$ cat src/rtl/s2_cell_scheduler_pkg.sv
// Shared definitions for the s2 cell scheduler: default sizing, FSM
// encoding and the select function of the s2 logic cell.
package s2_cell_scheduler_pkg;

   localparam int N_DEF  = 4;
   localparam int IW_DEF = 2;

   // 2'b11 is not a legal state; the FSM falls back to IDLE from it.
   typedef enum logic [1:0] {
      ST_IDLE  = 2'b00,
      ST_DRIVE = 2'b01,
      ST_RESP  = 2'b10
   } state_t;

   // Cell select: high bit from the OR pair, low bit from the AND pair.
   function automatic logic [1:0] cell_sel(input logic a0, input logic b0,
                                           input logic a1, input logic b1);
      return {a1 | b1, a0 & b0};
   endfunction

endpackage

$ cat src/rtl/s2_cell_scheduler_if.sv
// Requester-side bundle of the s2 cell scheduler.
//
// Handshake: a requester raises req[i] (level) with its operands on d_in,
// a0_in, b0_in, a1_in and b1_in. Operands are sampled only on the grant edge.
// req[i] is held until ack[i] pulses for one cycle with result valid in that
// same cycle; req[i] still high on the cycle after ack[i] is a new request.
// Dropping req[i] before its grant withdraws it; after the grant the
// operation completes and ack[i] still pulses.
interface s2_cell_scheduler_if #(parameter int N = 4);
   import s2_cell_scheduler_pkg::*;

   logic [N-1:0]   req;
   logic [4*N-1:0] d_in;
   logic [N-1:0]   a0_in;
   logic [N-1:0]   b0_in;
   logic [N-1:0]   a1_in;
   logic [N-1:0]   b1_in;
   logic [N-1:0]   gnt;
   logic [N-1:0]   ack;
   logic           result;
   logic           busy;
   state_t         state;

   modport master (
      output req, d_in, a0_in, b0_in, a1_in, b1_in,
      input  gnt, ack, result, busy, state
   );

   modport slave (
      input  req, d_in, a0_in, b0_in, a1_in, b1_in,
      output gnt, ack, result, busy, state
   );

endinterface

$ cat src/rtl/s2.sv
// The s2 logic cell: a 4-input function table indexed by the select pair,
// with a registered output.
module s2
   import s2_cell_scheduler_pkg::*;
(
   input  logic       clk,
   input  logic       clr,
   input  logic [3:0] d,
   input  logic       a0,
   input  logic       b0,
   input  logic       a1,
   input  logic       b1,
   output logic       q
);

   // Register the table entry picked by the select terms.
   always_ff @(posedge clk or negedge clr) begin
      if (!clr) q <= 1'b0;
      else      q <= d[cell_sel(a0, b0, a1, b1)];
   end

endmodule

$ cat src/rtl/s2_cell_scheduler_rr_arbiter.sv
// Combinational round-robin arbiter: search starts at ptr and wraps upward,
// the first asserted request wins.
module rr_arbiter #(
   parameter int N  = 4,
   parameter int IW = 2
) (
   input  logic [N-1:0]  req,
   input  logic [IW-1:0] ptr,
   output logic [N-1:0]  gnt,
   output logic [IW-1:0] idx,
   output logic          any
);

   logic [IW-1:0] j;

   // Rotating priority scan from the pointer.
   always_comb begin
      gnt = '0;
      idx = '0;
      any = 1'b0;
      j   = '0;
      for (int i = 0; i < N; i++) begin
         j = IW'((int'(ptr) + i) % N);
         if (!any && req[j]) begin
            any    = 1'b1;
            gnt[j] = 1'b1;
            idx    = j;
         end
      end
   end

endmodule

$ cat src/rtl/s2_cell_scheduler.sv
// Time-shares one s2 cell among N requesters. IDLE picks a winner and
// latches its operands, DRIVE lets the cell register the result, RESP acks
// the winner and may immediately start the next operation.
module s2_cell_scheduler
   import s2_cell_scheduler_pkg::*;
#(
   parameter int N  = N_DEF,
   parameter int IW = IW_DEF
) (
   input  logic              clk,
   input  logic              clr,
   s2_cell_scheduler_if.slave bus
);

   state_t        state_q, state_d;
   logic          load;
   logic [IW-1:0] ptr_q, win_q;
   logic [3:0]    d_q;
   logic          a0_q, b0_q, a1_q, b1_q;
   logic [N-1:0]  gnt_q, ack_q;
   logic          busy_q, hold_q, cell_q;
   logic [N-1:0]  win_mask, req_eff;
   logic [N-1:0]  arb_gnt;
   logic [IW-1:0] arb_idx;
   logic          arb_any;

   // The winner being acked may still hold req; keep it out of this round.
   assign win_mask = (state_q == ST_RESP) ? (N'(1) << win_q) : '0;
   assign req_eff  = bus.req & ~win_mask;

   rr_arbiter #(.N(N), .IW(IW)) u_arb (
      .req (req_eff),
      .ptr (ptr_q),
      .gnt (arb_gnt),
      .idx (arb_idx),
      .any (arb_any)
   );

   s2 u_cell (
      .clk (clk),
      .clr (clr),
      .d   (d_q),
      .a0  (a0_q),
      .b0  (b0_q),
      .a1  (a1_q),
      .b1  (b1_q),
      .q   (cell_q)
   );

   // Next-state and operand-load decision.
   always_comb begin
      state_d = ST_IDLE;
      load    = 1'b0;
      case (state_q)
         ST_IDLE: begin
            if (arb_any) begin
               state_d = ST_DRIVE;
               load    = 1'b1;
            end
         end
         ST_DRIVE: state_d = ST_RESP;
         ST_RESP: begin
            if (arb_any) begin
               state_d = ST_DRIVE;
               load    = 1'b1;
            end
         end
         default: state_d = ST_IDLE;
      endcase
   end

   // State register.
   always_ff @(posedge clk or negedge clr) begin
      if (!clr) state_q <= ST_IDLE;
      else      state_q <= state_d;
   end

   // Operand, winner and pointer capture on every grant.
   always_ff @(posedge clk or negedge clr) begin
      if (!clr) begin
         d_q   <= '0;
         a0_q  <= 1'b0;
         b0_q  <= 1'b0;
         a1_q  <= 1'b0;
         b1_q  <= 1'b0;
         win_q <= '0;
         ptr_q <= '0;
      end else if (load) begin
         d_q   <= bus.d_in[{arb_idx, 2'b00} +: 4];
         a0_q  <= bus.a0_in[arb_idx];
         b0_q  <= bus.b0_in[arb_idx];
         a1_q  <= bus.a1_in[arb_idx];
         b1_q  <= bus.b1_in[arb_idx];
         win_q <= arb_idx;
         ptr_q <= (arb_idx == IW'(N - 1)) ? '0 : arb_idx + IW'(1);
      end
   end

   // Registered status outputs derived from the next state.
   always_ff @(posedge clk or negedge clr) begin
      if (!clr) begin
         gnt_q  <= '0;
         ack_q  <= '0;
         busy_q <= 1'b0;
      end else begin
         busy_q <= (state_d != ST_IDLE);
         ack_q  <= (state_d == ST_RESP) ? (N'(1) << win_q) : '0;
         if (load)                   gnt_q <= arb_gnt;
         else if (state_d == ST_IDLE) gnt_q <= '0;
      end
   end

   // Keep the last delivered result visible between operations.
   always_ff @(posedge clk or negedge clr) begin
      if (!clr)        hold_q <= 1'b0;
      else if (|ack_q) hold_q <= cell_q;
   end

   assign bus.gnt    = gnt_q;
   assign bus.ack    = ack_q;
   assign bus.busy   = busy_q;
   assign bus.result = (|ack_q) ? cell_q : hold_q;
   assign bus.state  = state_q;

endmodule

$ cat src/flat_wrapper.sv
// flat-port wrapper written by rule: the top's interface ports become plain ports
module s2_cell_scheduler_flat import s2_cell_scheduler_pkg::*;
#(
   parameter int N  = N_DEF,
   parameter int IW = IW_DEF
)
  (clk, clr, bus_req, bus_d_in, bus_a0_in, bus_b0_in, bus_a1_in, bus_b1_in, bus_gnt, bus_ack, bus_result, bus_busy, bus_state);
  s2_cell_scheduler_if #(.N(N)) bus_i ();
  input  logic clk;
  input  logic clr;
  input wire logic [$bits(bus_i.req)-1:0] bus_req;
  input wire logic [$bits(bus_i.d_in)-1:0] bus_d_in;
  input wire logic [$bits(bus_i.a0_in)-1:0] bus_a0_in;
  input wire logic [$bits(bus_i.b0_in)-1:0] bus_b0_in;
  input wire logic [$bits(bus_i.a1_in)-1:0] bus_a1_in;
  input wire logic [$bits(bus_i.b1_in)-1:0] bus_b1_in;
  output wire logic [$bits(bus_i.gnt)-1:0] bus_gnt;
  output wire logic [$bits(bus_i.ack)-1:0] bus_ack;
  output wire logic [$bits(bus_i.result)-1:0] bus_result;
  output wire logic [$bits(bus_i.busy)-1:0] bus_busy;
  output wire logic [$bits(bus_i.state)-1:0] bus_state;
  assign bus_i.req = bus_req;
  assign bus_i.d_in = bus_d_in;
  assign bus_i.a0_in = bus_a0_in;
  assign bus_i.b0_in = bus_b0_in;
  assign bus_i.a1_in = bus_a1_in;
  assign bus_i.b1_in = bus_b1_in;
  assign bus_gnt = bus_i.gnt;
  assign bus_ack = bus_i.ack;
  assign bus_result = bus_i.result;
  assign bus_busy = bus_i.busy;
  assign bus_state = bus_i.state;
  s2_cell_scheduler #(.N(N), .IW(IW)) u_core (.clk(clk), .clr(clr), .bus(bus_i));
endmodule
$ cat config.mk
export PLATFORM = sky130hd
export DESIGN_NAME = s2_cell_scheduler_flat
export DESIGN_NICKNAME = d
export VERILOG_FILES = /design/src/rtl/s2_cell_scheduler_pkg.sv /design/src/rtl/s2_cell_scheduler_if.sv /design/src/rtl/s2.sv /design/src/rtl/s2_cell_scheduler_rr_arbiter.sv /design/src/rtl/s2_cell_scheduler.sv /design/src/flat_wrapper.sv
export SDC_FILE = /design/constraint.sdc
export NUM_CORES = 1
export LEC_CHECK = 0
export ABC_AREA = 1
export BUFFER_PORTS_ARGS = -buffer_cell sky130_fd_sc_hd__buf_2
export CAP_MARGIN = 20
export CORE_ASPECT_RATIO = 1.25
export CORE_MARGIN = 1.5
export CORE_UTILIZATION = 57
export CTS_CLUSTER_SIZE = 16
export DETAILED_ROUTE_END_ITERATION = 8
export PLACE_DENSITY = 0.82
export SLEW_MARGIN = 10
export SYNTH_ARGS = -nofsm -noshare
export SYNTH_HDL_FRONTEND = slang
export SYNTH_SLANG_ARGS = --single-unit
$ cat constraint.sdc
create_clock -name clk -period 4.15 [get_ports clk]
set_clock_uncertainty 0.1 [all_clocks]
set_input_delay 0.415 -clock clk [delete_from_list [all_inputs] [get_ports clk]]
set_output_delay 0.415 -clock clk [all_outputs]
set_load 0.02 [all_outputs]
* After elaboration in Yosys (flattened, before gate mapping)
Index checks and enable logic that the tools add are counted.
** Storage, ports and cells
- Register bits after elaboration :: 25
- ROM bits :: 0
- Output and inout bits :: 12
- Input port bits :: 38
- Bits in latches :: 0
- Memory bits (writable) :: 0
- Memories :: 0
- Logic and storage cells :: 104
** Operators by class
- Muxes and demuxes :: 48
- $mul :: 0
- $lt $le $gt $ge :: 10
- Div/mod/pow operators :: 0
- Reduce and logical (&&, ||, !) cells :: 16
- Bitwise gates (word level) :: 7
- Shift operators :: 2
- Add/sub/neg operators :: 4
- Equality and inequality tests :: 4
** Operators with widths (number)
- $mux W4 :: 8
- $mux W1 :: 21
- $bmux W1 S2 :: 9
- $lt A2 B3 Y1 const B :: 6
- $shiftx A16 B5 Y4 :: 1
- $or A4 B4 Y4 :: 3
- $mux W2 :: 5
- $demux W1 S2 :: 4
- $ge A2 B1 Y1 const B :: 4
- $logic_and A1 B1 Y1 :: 7
- $eq A2 B2 Y1 const B :: 3
- $add A2 B1 Y2 const B :: 2
- $add A2 B2 Y2 const B :: 2
- $and A4 B4 Y4 :: 1
- $logic_not A2 Y1 :: 2
- $not A4 Y4 :: 1
- $pmux W2 S2 :: 1
- $reduce_bool A2 Y1 :: 2
- $reduce_or A4 Y1 :: 1
- $shl A1 B2 Y4 const A :: 1
- $logic_not A1 Y1 :: 3
- $eq A2 B1 Y1 const B :: 1
- $reduce_or A2 Y1 :: 1
- $and A1 B1 Y1 :: 1
- $or A1 B1 Y1 :: 1

* Logic depth before layout (Yosys ltp)
- Depth after elaboration :: 21
- Mapped depth :: 16
- Gate-level depth less buffers :: 16

* Cells and area by module
Synthesis repeated with hierarchy kept, for this count alone.
** Second synthesis, totals
- Cells, all modules :: 276
- Area total of the unflattened synthesis :: 1876.8 um^2
** Modules (own cells, without submodules)
- s2_cell_scheduler :: instances 1, cells an instance 187, area an instance 1353.8 um^2, seq. area each 600.6 um^2
- rr_arbiter :: instances 1, cells an instance 74, area an instance 440.4 um^2, seq. area each 0.0 um^2
- s2 :: instances 1, cells an instance 15, area an instance 82.6 um^2, seq. area each 25.0 um^2

* Least setup slack after synthesis
No wires, ideal clock.
- Kind :: register to register
- From :: register u_core.ptr_q[0]
- To :: register u_core.ptr_q[1]
- Period minus slack after synthesis :: 2.233 ns
- Setup time :: 0.116 ns
- Cell stages (with the launch flop) :: 15
- Path buffers :: 2
- Arrival time :: 2.017 ns
- Required time :: 3.934 ns
- Setup slack :: 1.917 ns
- Cells stage by stage :: dfrtp_1 -> buf_2 -> inv_2 -> ha_1 -> inv_1 -> nand3_1 -> nand2_2 -> nand3_2 -> nand3_2 -> nand2_4 -> buf_6 -> nor2_4 -> inv_2 -> nand2_1 -> nand2_1
** On the way
- Word-level cells in the longest chain between the ends :: 14
- Elaborated cells between the ends (all ways) :: 30
- Those cells by class :: add/sub (4); eq/ne (1); mux (19); reduce/logical (6)
** Ends and longest elaborated chain
- start, declared :: line s2_cell_scheduler.sv:17 : logic [IW-1:0] ptr_q, win_q;
- start signal, assigned :: line s2_cell_scheduler.sv:95 : ptr_q <= (arb_idx == IW'(N - 1)) ? '0 : arb_idx + IW'(1);
- parallel branches: the longest is 14 deep, another holds $add A2 B1 Y2
Several ways; the timed one is not identified. The select of a mux whose other input is x is not followed.
A chain may end at the register's enable or synchronous reset.

* Worst setup path in the final report
- From :: register u_core.ptr_q[0]
- To :: register u_core.d_q[1]
** On the way
- Word-level cells in the longest chain between the ends :: 14
- Elaborated cells between the ends (all ways) :: 28
- Those cells by class :: add/sub (3); shift (1); mux (18); reduce/logical (6)
** Ends and longest elaborated chain
- parallel branches: the longest is 14 deep, another holds $add A2 B1 Y2
- end signal, assigned :: line s2_cell_scheduler.sv:89 : d_q <= bus.d_in[{arb_idx, 2'b00} +: 4];
- end, declared :: line s2_cell_scheduler.sv:18 : logic [3:0] d_q;
Several ways; the timed one is not identified. The select of a mux whose other input is x is not followed.

==> impl_metrics.env <==
export IMPL_reg2reg_from="u_core.ptr_q[0]"
export IMPL_multi_input_area_um2=1070
export IMPL_synthTopCellsByArea="dfrtp_1, nand2_1, nand3_1"
export IMPL_synth_compound_gate_area_share_pct=7.06
export IMPL_grt_pass1_wl_um=6420
export IMPL_avgSynthCellArea_um2=6.95
export IMPL_first_pass_iters=4
export IMPL_grt_use_total_pct=23.2
export IMPL_crit_path_start="u_core.ptr_q[0]"
export IMPL_num_antenna_cells=0
export IMPL_end_kind="flop"
export IMPL_tightest_slew_ps=525
export IMPL_synth_mux_area_fraction_pct=0.594
export IMPL_ys_types=28
export IMPL_ctsRootBufferMaster="clkbuf_8"
export IMPL_ys_flop_type="dfrtp_1"
export IMPL_start_util_pct=59.4
export IMPL_path_cells="inv_2 > ha_1 > inv_1 > nand3_1 > nand2_2 > nand3_2 > nand3_2 > nand2_4 > nand2_1 > nand3_1 > nand2_1 > nand2_1 > nand2_1"
export IMPL_rsz0062_at_grt="false"
export IMPL_coreArea_um2=3190
export IMPL_yosysTopAreaCell="dfrtp_1"
export IMPL_cp_data_required_time_ps=4210
export IMPL_first_iter_violations=80
export IMPL_antenna_left=0
export IMPL_final_period_utilization_pct=67.2
export IMPL_die_area_um2=3680
export IMPL_yosys_area_share_xor_xnor_pct=0
export IMPL_synth_fa_ha_area_share_pct=5.28
export IMPL_hold_viol=0
export IMPL_clk_insertion_delay_late_ps=260
export IMPL_arrival_ps=2850
export IMPL_synth_edf_count=0
export IMPL_powerDensity_nw_per_um2=934
export IMPL_vdd_drop_max_v=0.000714
export IMPL_cts_setup_buffers=0
export IMPL_synth_warnings=0
export IMPL_layout_commonest_cell="nand2_1"
export IMPL_synth_seq_cells=25
export IMPL_clk_pin_slew_ps=80
export IMPL_cap_viol_max_count=0
export IMPL_hold_path_class="input pin to async pin"
export IMPL_fp_row_count=23
export IMPL_max_stage_delay_ps=650
export IMPL_grt_max_degree=26
export IMPL_crit_path_start_kind="flop"
export IMPL_drt_wl_total_um=4050
export IMPL_p_leak_nw=1.28
export IMPL_viasPerCell=5.18
export IMPL_r2r_setup_slack_ps=1360
export IMPL_clock_sinks=25
export IMPL_cts_tree="built"
export IMPL_r2r_end="u_core.d_q[1]"
export IMPL_nets=367
export IMPL_fillers=292
export IMPL_drv_slew=0
export IMPL_htreeDepth=1
export IMPL_grt_pass1_vias=1511
export IMPL_num_vias=1850
export IMPL_chipHeight_um=67.5
export IMPL_wire_per_inst_um=11.3
export IMPL_gp_congestion=0.987
export IMPL_layout_drive_gt1_share_pct=24.7
export IMPL_ys_async_sr_fraction_pct=100
export IMPL_yosysSeqAreaShare_pct=33.0
export IMPL_tns_ps=0
export IMPL_endpoint="u_core.d_q[1]"
export IMPL_outcome="completed"
export IMPL_cts_buffers=3
export IMPL_dp_hpwl_um=3210
export IMPL_regArea_um2=626
export IMPL_drc_errors=0
export IMPL_area_growth_pct=15.6
export IMPL_post_route_min_period_ps=2790
export IMPL_cpMaxStageDelayCell="dfrtp_1"
export IMPL_syn_num_nets=319
export IMPL_setup_viol=0
export IMPL_relSlewSlack_pct=65.0
export IMPL_cts_resized=0
export IMPL_netlist_area_um2=1900
export IMPL_finalPower_mw=2.05
export IMPL_layout_common_cells="nand2_1, buf_2, inv_1"
export IMPL_path_max_fanout=17
export IMPL_overflow=0
export IMPL_cp_common_cell="nand2_1"
export IMPL_synth_top_family_by_area="simple AND/OR/NAND/NOR gates"
export IMPL_cts_buffer_depth=2
export IMPL_fmax_mhz=358
export IMPL_antenna_found_initial=0
export IMPL_crit_type="flop to flop"
export IMPL_ios=50
export IMPL_yosys_area_share_simple_pct=43.4
export IMPL_portBuffers=49
export IMPL_synth_top_area_share_pct=33.0
export IMPL_ff2ff_path_depth=13
export IMPL_syn_inst=273
export IMPL_cts_hold_buf=0
export IMPL_die_width_um=54.6
## cell families (layout without fill, tap and decap cells)
logic type	Yosys count	count (layout)
AO/OA/AOI/OAI	21	21
adder cells (fa/ha/maj)	8	8
buffers and inverters	49	96
flip-flops	25	25
multiplexers	1	1
AND/OR/NAND/NOR	169	169
## area by class of cell
| class | instances | share of cell area, % |
|---|---|---|
| inverter | 43 | 7.36 |
| tap | 37 | 2.11 |
| clock buffer | 4 | 2.05 |
| multi-input combinational | 199 | 48.7 |
| timing repair buffer | 49 | 11.2 |
| sequential | 25 | 28.5 |
## flip-flops by register name (all words and copies together), names as in the netlist
| register | cells |
|---|---|
| u_core.bus.gnt | 4 |
| u_core.b1_q | 1 |
| u_core.bus.busy | 1 |
| u_core.ptr_q | 2 |
| u_core.u_cell.q | 1 |
| u_core.b0_q | 1 |
| u_core.a0_q | 1 |
| u_core.a1_q | 1 |
| u_core.win_q | 2 |
| u_core.bus.ack | 4 |
| u_core.bus.state | 2 |
| u_core.hold_q | 1 |
| u_core.d_q | 4 |
## power breakdown
part	internal (mW)	switching [mW]	total, mW	leakage [nW]
clock	0.0684	0.0693	0.138	0.0228
sequential	0.359	0.0967	0.456	0.314
combinational	0.469	0.984	1.45	0.943
## cells in the mapped netlist, types with 3 or more instances
cell type  number
dfrtp_1        25
nor2_1          7
inv_2           4
a21oi_1         5
o21ai_0        10
nand3_2         5
nor3_1          3
nand3b_1        8
nand3_1        35
inv_1          39
ha_1            8
nand2_1        95
nand2_2         6
buf_2           3
nand2_4         3
## metal layers
metal | track usage (%) | vias up | wire (µm) | part of all wire (%)
met5 | 0 | - | 0 | 0
met3 | 1.33 | 2 | 188 | 4.6
met2 | 39.4 | 49 | 2040 | 51
met1 | 31.4 | 845 | 1790 | 44
li1 | - | 954 | - | -
met4 | 5.94 | 0 | 25 | 0.62
## worst min-delay path by stage
stage / end / slack, ps / cells past startpoint
finish: u_core.bus.state[1] / 20 / 1
floorplan: u_core.a0_q / 20 / 0
global route: u_core.bus.ack[1] / 70 / 1
CTS: u_core.bus.state[1] / 30 / 1
global placement: u_core.bus.gnt[0] / 320 / 1
detailed placement: u_core.bus.state[1] / 320 / 1
## through the flow
stage	hold WS (ps)	instance area, µm²	worst slack, ps	cells	util, %
3_5_place_dp	319	2150	1400	353	67.2
2_1_floorplan	19.4	1900	1920	273	-
5_1_grt	68.7	2190	1090	357	68.6
6_report	24.2	2190	1360	357	68.6
4_1_cts	34.6	2190	1380	357	68.6
3_3_place_gp	320	2150	1410	353	67.2
## worst max-delay path, delay by kind of cell, from the launching register on
| family | cells | cell delay (ps) |
|---|---|---|
| fa+ha+maj | 1 | 380 |
| simple gates | 10 | 1290 |
| flops | 1 | 650 |
| buf+inv | 2 | 270 |
Note: power is estimated with default switching activity, not from simulation.
